===== config.mk =====
export PLATFORM = sky130hd
export DESIGN_NAME = bc_operand_sequencer
export DESIGN_NICKNAME = d
export VERILOG_FILES = /design/src/rtl/bc_operand_sequencer.sv
export SDC_FILE = /design/constraint.sdc
export NUM_CORES = 1
export LEC_CHECK = 0
export ABC_AREA = 1
export BUFFER_PORTS_ARGS = -buffer_cell sky130_fd_sc_hd__clkbuf_2
export CORE_MARGIN = 2
export CORE_UTILIZATION = 30
export CTS_CLUSTER_SIZE = 28
export DETAILED_ROUTE_END_ITERATION = 16
export PLACE_DENSITY = 0.6
export SYNTH_ARGS = -nofsm -noshare
export SYNTH_HDL_FRONTEND = slang
export SYNTH_SLANG_ARGS = --single-unit

===== constraint.sdc =====
create_clock -name clk_i -period 5.1 [get_ports clk_i]
set_input_delay 1.53 -clock clk_i [delete_from_list [all_inputs] [get_ports clk_i]]
set_output_delay 1.53 -clock clk_i [all_outputs]
set_load 0.02 [all_outputs]

===== src/rtl/bc_operand_sequencer.sv =====
// Lane-0 broadcast consumer: splits popped 64-bit words into fp32 scalars, replays the vector reps times, then frees the buffer half.
// Latency: config -> first pop 1 cycle, pop -> scalar 1 cycle, final handshake -> invalidate 1 cycle; 1 scalar/cycle steady state.
// Backpressure: scalar_ready_i low holds scalar_o stable and withholds pops; bc_ready_o never looks at bc_valid_i.
module bc_operand_sequencer #(
    parameter int MaxBlen = 32,
    parameter int MaxReps = 256,
    localparam int BlenWidth = $clog2(MaxBlen + 1),
    localparam int RepsWidth = $clog2(MaxReps + 1)
) (
    input  logic                 clk_i,
    input  logic                 rst_ni,
    input  logic                 cfg_valid_i,
    output logic                 cfg_ready_o,
    input  logic [BlenWidth-1:0] cfg_blen_i,
    input  logic [RepsWidth-1:0] cfg_reps_i,
    input  logic                 abort_i,
    input  logic [63:0]          bc_data_i,
    input  logic                 bc_valid_i,
    output logic                 bc_ready_o,
    output logic                 bc_invalidate_o,
    output logic [31:0]          scalar_o,
    output logic                 scalar_valid_o,
    input  logic                 scalar_ready_i,
    output logic                 scalar_last_o,
    output logic                 scalar_final_o,
    output logic                 busy_o
);

    typedef enum logic [1:0] {
        Idle = 2'd0,
        Run  = 2'd1,
        Inv  = 2'd2
    } state_e;

    state_e               state_q;
    logic [63:0]          hold_dat;
    logic                 hold_vld;
    logic                 hold_half;
    logic [BlenWidth-1:0] elem_cnt;
    logic [RepsWidth-1:0] pass_cnt;
    logic [BlenWidth-1:0] blen_m1;
    logic [RepsWidth-1:0] reps_m1;

    logic run;
    logic elem_last;
    logic pass_last;
    logic scalar_hs;
    logic word_done;
    logic final_hs;
    logic pop;

    assign run       = (state_q == Run);
    assign elem_last = (elem_cnt == blen_m1);
    assign pass_last = (pass_cnt == reps_m1);
    // abort wins over a same-cycle handshake, so it is excluded here
    assign scalar_hs = scalar_valid_o && scalar_ready_i && !abort_i;
    // odd blen: the lo half of the final word is the last element taken from it
    assign word_done = hold_half || elem_last;
    assign final_hs  = scalar_hs && elem_last && pass_last;

    assign bc_ready_o = run && !abort_i && (!hold_vld || (scalar_hs && word_done && !final_hs));
    assign pop        = bc_ready_o && bc_valid_i;

    assign cfg_ready_o     = (state_q == Idle);
    assign busy_o          = (state_q != Idle);
    assign bc_invalidate_o = (state_q == Inv);
    assign scalar_valid_o  = run && hold_vld;
    assign scalar_o        = hold_half ? hold_dat[63:32] : hold_dat[31:0];
    assign scalar_last_o   = scalar_valid_o && elem_last;
    assign scalar_final_o  = scalar_last_o && pass_last;

    always_ff @(posedge clk_i or negedge rst_ni) begin
        if (!rst_ni) begin
            state_q   <= Idle;
            hold_dat  <= '0;
            hold_vld  <= 1'b0;
            hold_half <= 1'b0;
            elem_cnt  <= '0;
            pass_cnt  <= '0;
            blen_m1   <= '0;
            reps_m1   <= '0;
        end else begin
            case (state_q)
                Idle: begin
                    if (cfg_valid_i) begin
                        blen_m1   <= cfg_blen_i - BlenWidth'(1);
                        reps_m1   <= cfg_reps_i - RepsWidth'(1);
                        elem_cnt  <= '0;
                        pass_cnt  <= '0;
                        hold_vld  <= 1'b0;
                        hold_half <= 1'b0;
                        state_q   <= (cfg_blen_i == '0 || cfg_reps_i == '0) ? Inv : Run;
                    end
                end
                Run: begin
                    if (abort_i) begin
                        hold_vld <= 1'b0;
                        state_q  <= Inv;
                    end else begin
                        if (scalar_hs) begin
                            if (elem_last) begin
                                elem_cnt <= '0;
                                if (!pass_last) pass_cnt <= pass_cnt + RepsWidth'(1);
                            end else begin
                                elem_cnt <= elem_cnt + BlenWidth'(1);
                            end
                        end
                        // a refill always restarts at the lo half, which also covers the pass wrap
                        if (pop) begin
                            hold_dat  <= bc_data_i;
                            hold_vld  <= 1'b1;
                            hold_half <= 1'b0;
                        end else if (scalar_hs) begin
                            if (word_done) begin
                                hold_vld  <= 1'b0;
                                hold_half <= 1'b0;
                            end else begin
                                hold_half <= 1'b1;
                            end
                        end
                        if (final_hs) state_q <= Inv;
                    end
                end
                Inv:     state_q <= Idle;
                default: state_q <= Idle;
            endcase
        end
    end

    blen_in_range: assert property (@(posedge clk_i) disable iff (!rst_ni)
        (cfg_valid_i && cfg_ready_o) |-> (int'(cfg_blen_i) <= MaxBlen));

endmodule


# == Word level (Yosys, flattened, before mapping) ==
# Cells that the tools add are included.
# classes
add_sub_neg,4
eq_ne,13
n_mux,28
bitwise_logic,1
reduce_logical,30
# ops
operator,n
9-bit two-way mux,5
32-bit two-way mux,1
6-bit two-way mux,4
9-bit one-hot mux with 2 select lines,1
1-bit logical AND,12
6-bit one-hot mux with 2 select lines,1
4-bit AND reduction,3
"9-bit by 1-bit adder with 9-bit output, second input constant",1
9-bit equality test,1
9-bit logical NOT,1
1-bit two-way mux,9
"9-bit by 1-bit subtractor with 9-bit output, second input constant",1
2-bit two-way mux,4
"4-bit by 2-bit != test with 1-bit output, second input constant",2
"6-bit by 1-bit adder with 6-bit output, second input constant",1
6-bit equality test,1
6-bit logical NOT,1
"2-bit != test, second input constant",3
6-bit AND reduction,1
"6-bit by 1-bit subtractor with 6-bit output, second input constant",1
"2-bit by 1-bit != test with 1-bit output, second input constant",2
1-bit one-hot mux with 2 select lines,2
2-bit one-hot mux with 2 select lines,1
2-bit AND reduction,2
other kinds (10),15
# totals
regBits,98
out_inout_bits,39

# == Depth between registers and ports, before layout ==
# depth
depth_word,14
ltp_mapped,16
mapped_depth_nobuf,14

# == Least setup slack after synthesis ==
# OpenSTA, ideal clock, no wires.
# synth_path
path_kind,input -> output
from,input port abort_i
to,output port bc_ready_o
t_arrival_ns,2.153
slack_ns,1.417
stages,6
n_path_buf,0
cell_sequence,nor2_4 > nand3_2 > nor2_2 > nand2_1 > nand2_1 > nand2_2
# synth_between
elab_chain_cells,8
elab_cells_between_ends,10
# synth_lines
element,line_no,rtl
from (decl),16,"input logic abort_i,"
1-bit logical NOT *,"56, 61",
1-bit logical AND,56,assign scalar_hs = scalar_valid_o && scalar_ready_i && !abort_i;
1-bit logical AND (2 in series),59,assign final_hs = scalar_hs && elem_last && pass_last;
1-bit logical NOT,61,assign bc_ready_o = run && !abort_i && (!hold_vld || (scalar_hs && word_done && !final_hs));
1-bit logical AND,61,
1-bit logical OR,61,
1-bit logical AND *,61,
to (decl),19,"output logic bc_ready_o,"
# Every way passes the cells marked *; elsewhere a longest branch is shown, timed or not.

# == Worst setup path in the final report ==
# Same ends and word-level chain as after synthesis.

==> results.md <==
- RSZ-0062 raised after global routing: no
- Setup crit end: bc_ready_o
- Max Clock Freq: 252 MHz
- Yosys warns: 0
- Setup TNS: 0 ps
- Gr usage total: 0.133
- Stages on worst setup path: 8
- First-pass GRT wire length: between 15000 and 20000 um
- Post-synth top area cell: dfrtp_1
- Synth cell types: 37
- Initial antenna violation count: 0
- Clock latency on the worst-skew pair: between 300 and 400 ps
- Placer Congestion: between 0.7 and 0.8
- Clk buf depth: 2
- CP Data Required Time: 3570 ps
- Critical path's slowest cell: clkbuf_2
- # rows: 46
- Post-CTS Hold Buffers: 0
- Top_reg_cell synth: dfrtp_1
- TritonCTS clock tree: done
- Post-Syn Area per Cell: 9.43 um2
- Status: finished clean
- Post-DP HPWL: 7920 um
- Vias per cell: 4.36
- Cts repair resizes: 0
- RR Endpoint: hold_dat[1]$_DFFE_PN0P_
- Drt first pass iters: 4
- Global route total overflow: 0
- Flop-to-flop setup slack: 2510 ps
- R2R depth: 11
- Max cap viols: 0
- Post-CTS Setup Bufs: 0
- Seq/Total Area, Yosys: 0.496
- Routed len/inst: 12.9 um
- Final net count: 735
- CP max FO: 5
- Post-route minimum period: 3970 ps
- Post-synth EDFFs: 0
- Worst path buffer plus inverter count: 2
- # IOs: approximately 120
- Critical path launch point type: primary input
- Die ar.: 0.0175 mm2
- Maximum VDD drop: 183 uV
- Die Y: 132 um
- RR Startpoint: elem_cnt[0]$_DFFE_PN0P_
- Critical Path AT: around 2400 ps
- Most frequent cell after synthesis: nand2_1
- Final Power: ~3.4 mW
- Largest cells by area after synthesis: dfrtp_1 50%, nand2_1 14%, mux2_2 11%, mux2_4 4.9%, inv_1 2.9%
- Critical path capture point type: primary output
- Finished Core Util: 0.377
- Initial Util: 0.309
- Area added between synthesis and finish: 22.1%
- PwrDens: 571 mW/mm2
- Sink Count: 98
- Final setup viols: 0
- Fin. Hold Viols: 0
- Pleak: 3.14 nW
- Gate Count Post-Synth: between 500 and 600
- Core area: 0.0160 mm2
- Crit-path cells: clkbuf_2 > nor2_4 > nand3_2 > nor2_2 > nand2_1 > nand2_1 > nand2_2 > clkbuf_2
- Period utilisation layout: 0.778
- H-tree depth: 3
- Max-slew violations: 0
- Root Driver: clkbuf_16
- Via count: 3773
- Final Instance Count excl. Fillers: 866
- Setup CP Type: in -> out
- HP Class: reg -> reg
- DRC violation count after routing: 0
- Yosys reg bits: 98
- CTS buffer count: 9
- Max incr delay on CP: 160 ps
- Die Span X: ~130 um
- Post-synth top cells: 180 x nand2_1, 98 x dfrtp_1, 48 x mux2_2, 38 x inv_1, 26 x nor2_1
- Share of layout cells above drive strength 1: 0.345
- Slew headroom: 0.312
- Share of the synthesized area in the top cell type: 0.496
- Cell family with most CP delay: simple AND/OR/NAND/NOR gates
- Placed Instances: 850
- Vias in the first global route: 3860
- Final ANT Viol Nets: 0
- N_diodes: 0
- Final wirelength: 11100 um
- First-iteration detailed-routing DRC count: 140
- Async SR Flop Fraction: 1.00
- Cell Area, Synth: between 0.004 and 0.005 mm2
- Worst Tran Pin Value: between 1000 and 1500 ps
- Syn_nets: 614
- Buffers on Ports: 123
- Final Skew: 8.89 ps
- Clock transition at path regs: 70 ps
- Pin count of the biggest net entering global routing: 79
- Setup crit start: abort_i
-- layout make-up --
class                   instances  area [um2]
inverters                      45         169
multi-input cells             363        2190
well taps                     216         270
repair buffers                128         656
fillers                      1676        9960
clock buffers                  11         233
clock inverters                 5        62.6
flip-flops and latches         98        2450
-- how the worst min path moves through the flow --
stage                                        start                  endpoint  slack [ps]  cells past startpoint
after global placement      state_q[1]$_DFFE_PN0P_    state_q[1]$_DFFE_PN0P_         490                      1
final                       state_q[1]$_DFFE_PN0P_    state_q[1]$_DFFE_PN0P_         500                      1
after floorplan             state_q[1]$_DFFE_PN0P_    state_q[1]$_DFFE_PN0P_         460                      1
after CTS                   state_q[1]$_DFFE_PN0P_    state_q[1]$_DFFE_PN0P_         510                      1
after global routing      hold_dat[39]$_DFFE_PN0P_  hold_dat[39]$_DFFE_PN0P_         520                      1
after detailed placement  hold_dat[38]$_DFFE_PN0P_  hold_dat[38]$_DFFE_PN0P_         490                      1
-- metal layers --
| layer | GRT usage | vias to the layer above | share of wire |
|---|---|---|---|
| li1 | - | 1918 | - |
| met1 | 0.170 | 1785 | 0.47 |
| met2 | 0.223 | 58 | 0.48 |
| met3 | 0.0227 | 12 | 0.029 |
| met4 | 0.0532 | 0 | 0.018 |
| met5 | 0 | - | 0 |
-- state kept, by name, indices dropped and copies added, names as in the netlist --
register and flops:
elem_cnt 6, hold_dat 64, pass_cnt 9, state_q 2, hold_half 1, blen_m1 6, reps_m1 9, hold_vld 1
-- cells in the final DEF, fill, tap and decap left out, types with 2 or more instances in the layout --
| cell type | n |
|---|---|
| clkbuf_2 | 122 |
| dfrtp_1 | 98 |
| mux2_4 | 16 |
| nor2_1 | 26 |
| nor3b_1 | 2 |
| nand2_1 | 180 |
| nand4_1 | 5 |
| nor3_1 | 7 |
| o31ai_1 | 3 |
| mux2_2 | 48 |
| inv_1 | 38 |
| nand2_4 | 2 |
| ha_1 | 5 |
| or2_2 | 2 |
| nor4_1 | 2 |
| inv_2 | 6 |
| a31oi_1 | 2 |
| nand3_2 | 3 |
| clkinvlp_4 | 2 |
| clkbuf_16 | 9 |
| o21ai_0 | 20 |
| nor2_2 | 2 |
| a21oi_1 | 7 |
| nand3_1 | 7 |
| clkbuf_1 | 2 |
| xor2_1 | 11 |
| buf_4 | 6 |
| xnor2_1 | 5 |
-- report_power, final --
part	total, mW	internal [mW]	leakage [nW]	switching [mW]
combinational	1.46	0.622	1.80	0.842
sequential	1.30	1.12	1.21	0.185
clock	0.679	0.383	0.136	0.296
-- cell families after synthesis --
family | after synthesis | share of synthesized area
and+or+nand+nor | 241 | 0.203
buffers and inverters | 63 | 0.0602
muxes | 64 | 0.158
xor gates and xnor gates | 16 | 0.0283
AOI/OAI and AO/OA | 37 | 0.0418
DFF | 98 | 0.496
adders and majority gates | 5 | 0.0127
-- stage by stage --
stage | instance area (um2) | setup WS [ps] | hold WS (ps)
floorplan | 4940 | 1420 | 461
global placement | 5740 | 1130 | 486
detailed placement | 5740 | 1120 | 493
CTS | 6040 | 1120 | 506
global route | 6040 | 1050 | 518
finish | 6040 | 1130 | 503
No activity file was read; power rests on OpenSTA's default activity.
